`config.mk`:
```
export PLATFORM = sky130hd
export DESIGN_NAME = run_sequencer
export DESIGN_NICKNAME = d
export VERILOG_FILES = /design/src/rtl/run_seq_pkg.sv /design/src/rtl/run_sequencer_counter.sv /design/src/rtl/run_sequencer.sv
export SDC_FILE = /design/constraint.sdc
export NUM_CORES = 1
export LEC_CHECK = 0
export CAP_MARGIN = 10
export CORE_MARGIN = 2
export CORE_UTILIZATION = 52
export CTS_CLUSTER_DIAMETER = 80
export DETAILED_ROUTE_END_ITERATION = 10
export GPL_TIMING_DRIVEN = 0
export PLACE_DENSITY = 0.79
export SYNTH_ARGS = -nofsm -noshare
export SYNTH_HDL_FRONTEND = slang
export SYNTH_HIERARCHICAL = 1
export SYNTH_SLANG_ARGS = --single-unit
```
`constraint.sdc`:
```
create_clock -name clk -period 2.1 [get_ports clk]
set_input_delay 0.525 -clock clk [delete_from_list [all_inputs] [get_ports clk]]
set_output_delay 0.525 -clock clk [all_outputs]
set_load 0.02 [all_outputs]
```
`src/rtl/run_seq_pkg.sv`:
```
// run_seq_pkg -- shared types and constants for the run sequencer.
//   seq_state_e   : sequencer FSM states
//   NPROG_DEF     : default number of programs
//   START_CYC_DEF : default cpu_start hold length per launch
//   BASE_TAB      : program start addresses, indexed by program number
//   base_addr()   : table lookup, returns 0 for an index past the table
package run_seq_pkg;

  typedef enum logic [2:0] {
    S_IDLE,
    S_LAUNCH,
    S_RUN,
    S_NEXT,
    S_FIN
  } seq_state_e;

  localparam int NPROG_DEF     = 3;
  localparam int START_CYC_DEF = 2;

  localparam int unsigned BASE_TAB [NPROG_DEF] = '{0, 166, 236};

  function automatic int unsigned base_addr(input logic [1:0] idx);
    if (int'(idx) >= NPROG_DEF) return 0;
    return BASE_TAB[idx];
  endfunction

endpackage

```
`src/rtl/run_sequencer_counter.sv`:
```
// seq_counter -- saturating RUN-cycle counter.
//   clk, reset : rising-edge clock, synchronous active-low reset
//   clr        : zero the count (held while not running)
//   en         : count this cycle
//   tally      : count including the current cycle; this is the value
//                reported when a program finishes in this cycle
//   wd_hit     : (RUN_SEQ_WATCHDOG_EN only) tally has reached all-ones
// The count never wraps: once at all-ones it stays there.
module seq_counter #(
  parameter int TMO_W = 16
) (
  input  logic             clk,
  input  logic             reset,
  input  logic             clr,
  input  logic             en,
  output logic [TMO_W-1:0] tally
`ifdef RUN_SEQ_WATCHDOG_EN
  ,
  output logic             wd_hit
`endif
);

  localparam logic [TMO_W-1:0] MAX = '1;

  logic [TMO_W-1:0] cnt;

  always_comb begin
    tally = cnt;
    if (en && cnt != MAX) tally = cnt + 1'b1;
  end

  always_ff @(posedge clk) begin
    if (!reset || clr) cnt <= '0;
    else               cnt <= tally;
  end

`ifdef RUN_SEQ_WATCHDOG_EN
  assign wd_hit = en && (tally == MAX);
`endif

endmodule

```
`src/rtl/run_sequencer.sv`:
```
// run_sequencer -- launches one program, or all programs back to back, on a
// CPU and times each run.
//   clk, reset : rising-edge clock, synchronous active-low reset
//   go         : launch request, only looked at in IDLE
//   run_all    : with go: 1 = programs 0..NPROG-1, 0 = prog_sel only
//   prog_sel   : program index for single-run mode
//   cpu_done   : CPU finished flag
//   cpu_start  : holds the CPU in init (launch strobe, also high in reset)
//   pc_init    : start address of the current program while launching
//   cur_prog   : program being run
//   busy       : not IDLE
//   seq_done   : one-cycle pulse when the requested sequence ends
//   cycles     : RUN-cycle count of the last finished program
//   err        : sticky; illegal prog_sel or watchdog expiry
// Optional feature: define RUN_SEQ_WATCHDOG_EN to abort a program whose
// RUN-cycle count reaches all-ones without cpu_done.
module run_sequencer
  import run_seq_pkg::*;
#(
  parameter int D         = 10,
  parameter int NPROG     = NPROG_DEF,
  parameter int START_CYC = START_CYC_DEF,
  parameter int TMO_W     = 16
) (
  input  logic             clk,
  input  logic             reset,
  input  logic             go,
  input  logic             run_all,
  input  logic [1:0]       prog_sel,
  input  logic             cpu_done,
  output logic             cpu_start,
  output logic [D-1:0]     pc_init,
  output logic [1:0]       cur_prog,
  output logic             busy,
  output logic             seq_done,
  output logic [TMO_W-1:0] cycles,
  output logic             err
);

  localparam logic [2:0] NPROG_W   = 3'(NPROG);
  localparam logic [1:0] LAST_PROG = 2'(NPROG - 1);
  localparam logic [3:0] LC_LAST   = 4'(START_CYC - 1);

  seq_state_e       state, state_nxt;
  logic [3:0]       lcnt;
  logic             run_first;   // first RUN cycle: cpu_done is still stale
  logic             all_mode;
  logic             hold;        // keeps cpu_start up through reset
  logic             run_en;
  logic [TMO_W-1:0] tally;
  logic             accept, illegal, load_cyc, wd_fire, adv, fin_set;
`ifdef RUN_SEQ_WATCHDOG_EN
  logic             wd_hit;
`endif

  assign run_en = (state == S_RUN);

  seq_counter #(.TMO_W(TMO_W)) u_cnt (
    .clk   (clk),
    .reset (reset),
    .clr   (!run_en),
    .en    (run_en),
    .tally (tally)
`ifdef RUN_SEQ_WATCHDOG_EN
    ,
    .wd_hit(wd_hit)
`endif
  );

  always_comb begin
    state_nxt = state;
    accept    = 1'b0;
    illegal   = 1'b0;
    load_cyc  = 1'b0;
    wd_fire   = 1'b0;
    adv       = 1'b0;
    fin_set   = 1'b0;
    case (state)
      S_IDLE: begin
        if (go) begin
          accept = 1'b1;
          if (!run_all && {1'b0, prog_sel} >= NPROG_W) illegal = 1'b1;
          else                                         state_nxt = S_LAUNCH;
        end
      end
      S_LAUNCH: begin
        if (lcnt == LC_LAST) state_nxt = S_RUN;
      end
      S_RUN: begin
        // done is checked first so a coincident watchdog hit is not an error
        if (!run_first && cpu_done) begin
          load_cyc  = 1'b1;
          state_nxt = S_NEXT;
        end
`ifdef RUN_SEQ_WATCHDOG_EN
        else if (wd_hit) begin
          load_cyc  = 1'b1;
          wd_fire   = 1'b1;
          state_nxt = S_NEXT;
        end
`endif
      end
      S_NEXT: begin
        if (all_mode && cur_prog < LAST_PROG) begin
          adv       = 1'b1;
          state_nxt = S_LAUNCH;
        end else begin
          fin_set   = 1'b1;
          state_nxt = S_FIN;
        end
      end
      S_FIN:   state_nxt = S_IDLE;
      default: state_nxt = S_IDLE;
    endcase
  end

  always_ff @(posedge clk) begin
    if (!reset) begin
      state     <= S_IDLE;
      lcnt      <= '0;
      run_first <= 1'b0;
      cur_prog  <= '0;
      all_mode  <= 1'b0;
      cycles    <= '0;
      err       <= 1'b0;
      seq_done  <= 1'b0;
      hold      <= 1'b1;
    end else begin
      state     <= state_nxt;
      hold      <= 1'b0;
      lcnt      <= (state == S_LAUNCH) ? lcnt + 4'd1 : 4'd0;
      run_first <= (state == S_LAUNCH);
      seq_done  <= fin_set | illegal;
      if (accept) begin
        all_mode <= run_all;
        err      <= illegal;
        if (!illegal) cur_prog <= run_all ? 2'd0 : prog_sel;
      end
      if (adv)             cur_prog <= cur_prog + 2'd1;
      if (load_cyc)        cycles   <= tally;
      if (wd_fire)         err      <= 1'b1;
      if (state == S_FIN)  all_mode <= 1'b0;
    end
  end

  assign busy      = (state != S_IDLE);
  assign cpu_start = hold || (state == S_LAUNCH);
  assign pc_init   = (state == S_LAUNCH) ? D'(base_addr(cur_prog)) : '0;

endmodule

```
-- Word level (Yosys, flattened, before mapping)
Cells that the tools add are included.
W data, S select, Z words.
- bits in registers: 46
- latch bits: 0
- RAM bits: 0
- memory bits (read-only): 0
- input port bits: 7
- output and inout bits: 32
- logic and storage cells: 77
- memories: 0
- $add $sub $neg: 3
- multipliers: 0
- div/mod/pow operators: 0
- magnitude comparators: 4
- equal/unequal tests: 11
- shifts and indexed selects: 0
- multiplexer cells: 29
- bitwise operators: 3
- reductions and logical operators: 17
- operators with widths (cell ; count):
    $bmux W32 S2 ; 1
    $mux W10 ; 4
    $add A16 B1 Y16 const B ; 1
    $mux W16 ; 1
    $ne A16 B16 Y1 const B ; 1
    $mux W3 ; 5
    $mux W1 ; 13
    $pmux W3 S4 ; 1
    $mux W2 ; 4
    $eq A3 B2 Y1 const B ; 2
    $ne A2 B2 Y1 const B ; 3
    $add A4 B1 Y4 const B ; 1
    $eq A4 B1 Y1 const B ; 1
    $ge A2 B2 Y1 const B ; 2
    $logic_and A1 B1 Y1 ; 4
    $logic_not A1 Y1 ; 4
    $ne A2 B1 Y1 const B ; 2
    $reduce_and A2 Y1 ; 2
    $reduce_and A4 Y1 ; 1
    $eq A3 B1 Y1 const B ; 1
    $eq A3 B3 Y1 const B ; 1
    $ge A3 B3 Y1 const B ; 1
    $logic_not A3 Y1 ; 1
    $not A2 Y3 ; 1
    other kinds (8) ; 9

-- Logic depth before layout (Yosys ltp)
- depth in word-level cells: 8
- gate-level depth with buffers: 9
- depth with buffers taken out: 9

-- Hierarchy
Netlist, hierarchy kept.
- modules (own cells, without submodules) (module ; times used ; cells an instance ; area an instance (um^2) ; seq. area each (um^2)):
    run_sequencer ; 1 ; 138 ; 1297.5 ; 600.6
    seq_counter ; 1 ; 104 ; 868.3 ; 320.3

-- Least setup slack after synthesis
No wires, ideal clock.
- path type: register -> output
- start: reg state[0]
- end: out pc_init[5]
- arrival time: 1.491 ns
- data required time: 1.575 ns
- slack: 0.084 ns
- cell stages (with the launch flop): 4
- path buffers: 1
- cells stage by stage: dfxtp_1 nor3b_1 nor2b_1 buf_4
- longest elaborated chain between the ends: 2
- ends and longest elaborated chain (element ; RTL line ; text):
    start, declared ; run_sequencer.sv:44 ; seq_state_e state, state_nxt;
    start signal, assigned ; run_sequencer.sv:129 ; state <= state_nxt;
    $eq A3 B1 Y1 ; run_sequencer.sv:148 ; assign pc_init = (state == S_LAUNCH) ? D'(base_addr(cur_prog)) : '0;
    $mux W10 ; run_sequencer.sv:148 ;
    end, declared ; run_sequencer.sv:32 ; output logic [D-1:0] pc_init,
Every way passes these cells.

-- Final worst setup path
- start: reg state[0]
- end: out cpu_start
- longest elaborated chain between the ends: 2
- ends and longest elaborated chain (element ; RTL line ; text):
    $eq A3 B1 Y1 ; run_sequencer.sv:147 ; assign cpu_start = hold || (state == S_LAUNCH);
    $logic_or A1 B1 Y1 ; run_sequencer.sv:147 ;
    end, declared ; run_sequencer.sv:31 ; output logic cpu_start,
Every way passes these cells.

==> flow_summary_export.csv <==
group,metric,value,unit
outcome,status,"completed",
synthesis,ys.flop_type,"dfxtp_1",
sta,finClkSkew,4.62,ps
cts,cts_tree,"done",
global_routing,grt_max_degree,14,
cells_and_area,most-common-layout-cells,"42 x dfxtp_1, 36 x nor2_1, 26 x clkdlybuf4s50_1",
detailed_routing,drt_first_pass_iters,4,
cts,cts_buffer_depth,2,
setup_path,critical_path.startpoint_type,"flip-flop",
sta,hold-worst-slack,488,ps
floorplan,die_h,68.5,um
setup_path,arrival,1520,ps
setup_path,cp_cell_sequence,"nor3b_4 > buf_4 > or2_2 > clkdlybuf4s15_1",
setup_path,required,1570,ps
cts,h-tree-depth,2,
floorplan,start_util,0.541,
cells_and_area,drive_gt1_frac,0.162,
sta,slew_headroom,0.628,
cells_and_area,area_growth,25.6,%
global_routing,gr-usage-all-layers,0.199,
synthesis,yosys_warnings,6,
floorplan,core-area,0.00400,sq mm
power,p_leak,1.19,nW
synthesis,synth_top_cell_by_area,"dfxtp_1",
power,powerDensity,738,mW/mm^2
synthesis,synth_top_area_share,0.425,
global_routing,grt_first_pass_wirelength,6910,um
detailed_routing,antenna_left,0,
cells_and_area,diodes,0,
floorplan,num_rows,23,
floorplan,die_x,68.5,um
setup_path,crit_path_end_kind,"output port",
cells_and_area,fin_util,0.680,
cts,cts_root_buf,"clkbuf_8",
cts,clk_pin_slew,80,ps
min_path,hp-class,"flip-flop to flip-flop",
synthesis,synthTopCellsByArea,"dfxtp_1 43%, mux2i_1 8.3%, nor2_1 6.2%",
detailed_routing,route.detailed.drc,0,
place,hpwl,3140,um
power,ir_drop,0.000703,V
cts,clock_sinks,46,
global_routing,antenna_found_initial,0,
place,portBuffers,34,
sta,fin_crit_sh,0.974,
place,gp_congestion,0.830,
global_routing,grt_pass1_vias,1592,
floorplan,die_area,0.00470,sq mm
synthesis,synth_cell_type_count,48,
cts,clock_latency,300,ps
synthesis,async_flop_share,0,
setup_path,critPathSlowestCell,"dfxtp_2",
synthesis,netlist_area,0.00217,sq mm
detailed_routing,wl_per_cell,12.8,um
setup_path,max_stage_delay,360,ps
cts,numCtsBuffers,5,
sta,hold_viol_final,0,
sta,finalSetupViolCount,0,
detailed_routing,vias_per_cell,5.32,
sta,slew_viol_final,0,
cts,hold_buffers,0,
global_routing,grt_overflow_total,0,
sta,fmax,489,MHz
detailed_routing,wirelength,4360,um
cells_and_area,final_common_cell,"dfxtp_1",
detailed_routing,dr.first_iter.drc_count,125,
sta,period_needed,2050,ps
synthesis,ys_seq_area_frac,0.425,
sta,tightest_slew,558,ps
cells_and_area,nets,302,
detailed_routing,num_vias,1815,
synthesis,synth-edff-count,0,
synthesis,synth_seq_cells,46,
floorplan,io_pins,39,
flow_run,max_cap_viol_count,0,
synthesis,avgSynthCellArea,8.95,sq um
setup_path,crit_fanout,8,
synthesis,syn_inst,242,
setup_path,crit_type,"flip-flop to output port",
==> kinds of logic after synthesis <==
kind of cell,synth area share
other cells,0.00173
flops,0.425
xor+xnor,0.0243
simple gates,0.256
compound gates,0.113
buf+inv,0.0578
fa+ha+maj,0.0289
mux,0.0936
==> what timing repair did <==
item	4_1_cts	5_1_grt
setup endpoints to repair	16	15
resized for setup	19	13
setup buffers	2	2
hold endpoints to repair	0	0
pin swaps	1	0
==> cell type report <==
cell class | count | area [sq um]
clock buffers | 7 | 86.3
clock inverters | 1 | 5.00
plain buffers | 13 | 80.1
inverters | 12 | 45.0
multi-input cells | 174 | 1160
repair buffers | 38 | 350
well taps | 50 | 62.6
fillers | 336 | 1280
flip-flops and latches | 46 | 928
==> cells in the mapped netlist, types with 4 or more instances <==
| master | n |
|---|---|
| a21oi_1 | 11 |
| xnor2_1 | 4 |
| clkbuf_1 | 4 |
| nand2_1 | 14 |
| a31oi_1 | 4 |
| mux2i_1 | 18 |
| nand3_1 | 4 |
| o21ai_0 | 6 |
| nor2b_1 | 5 |
| and2_1 | 9 |
| o31ai_1 | 6 |
| nor3_1 | 5 |
| dfxtp_1 | 46 |
| inv_1 | 12 |
| nor2_1 | 36 |
| nand4_1 | 4 |
| buf_4 | 8 |
| ha_1 | 5 |
==> where the power goes <==
| group | total, mW | switching, mW | internal (mW) | leakage [nW] |
|---|---|---|---|---|
| logic | 0.489 | 0.257 | 0.232 | 0.764 |
| registers | 0.967 | 0.0503 | 0.917 | 0.374 |
| clock network | 0.553 | 0.288 | 0.266 | 0.0482 |
==> routing by layer <==
metal | track usage | part of all wire | up-vias
met5 | 0 | 0 | -
met4 | 0.0725 | 0.014 | 0
met3 | 0.0633 | 0.046 | 6
met2 | 0.313 | 0.46 | 37
met1 | 0.256 | 0.48 | 833
li1 | - | - | 939
==> sequential cells by signal, indices dropped and copies added, names as in the netlist <==
signal,count
lcnt,4
all_mode,1
cur_prog,2
u_cnt/cnt,16
err,1
cycles,16
hold,1
state,3
seq_done,1
run_first,1
==> through the flow <==
stage | cells | setup slack (ps) | power, mW | TNS [ps] | cell area, sq um
after floorplan | 245 | 83.6 | 1.30 | 0 | 2180
after global placement | 329 | -491 | 1.43 | -3170 | 2580
after detailed placement | 329 | -478 | 1.44 | -3190 | 2580
after CTS | 339 | 0.543 | 2.01 | 0 | 2700
after global routing | 341 | -9.42 | 2.10 | -9.42 | 2720
final | 341 | 53.9 | 2.01 | 0 | 2720
==> worst paths after layout <==
path,cells past startpoint,end,slack (ps),from
worst max-delay path,4,cpu_start,50,state[0]
worst min-delay path,1,lcnt[0],490,lcnt[0]
worst max register to register,6,cycles[1],100,u_cnt/cnt[0]
worst min register to register,1,lcnt[0],490,lcnt[0]
==> worst max-delay path, delay by kind of cell (launching register included) <==
family / cells / cell delay [ps]
buffers and inverters: 2 / 440
and+or+nand+nor: 2 / 430
DFF: 1 / 360
No activity file was read; power rests on OpenSTA's default activity.
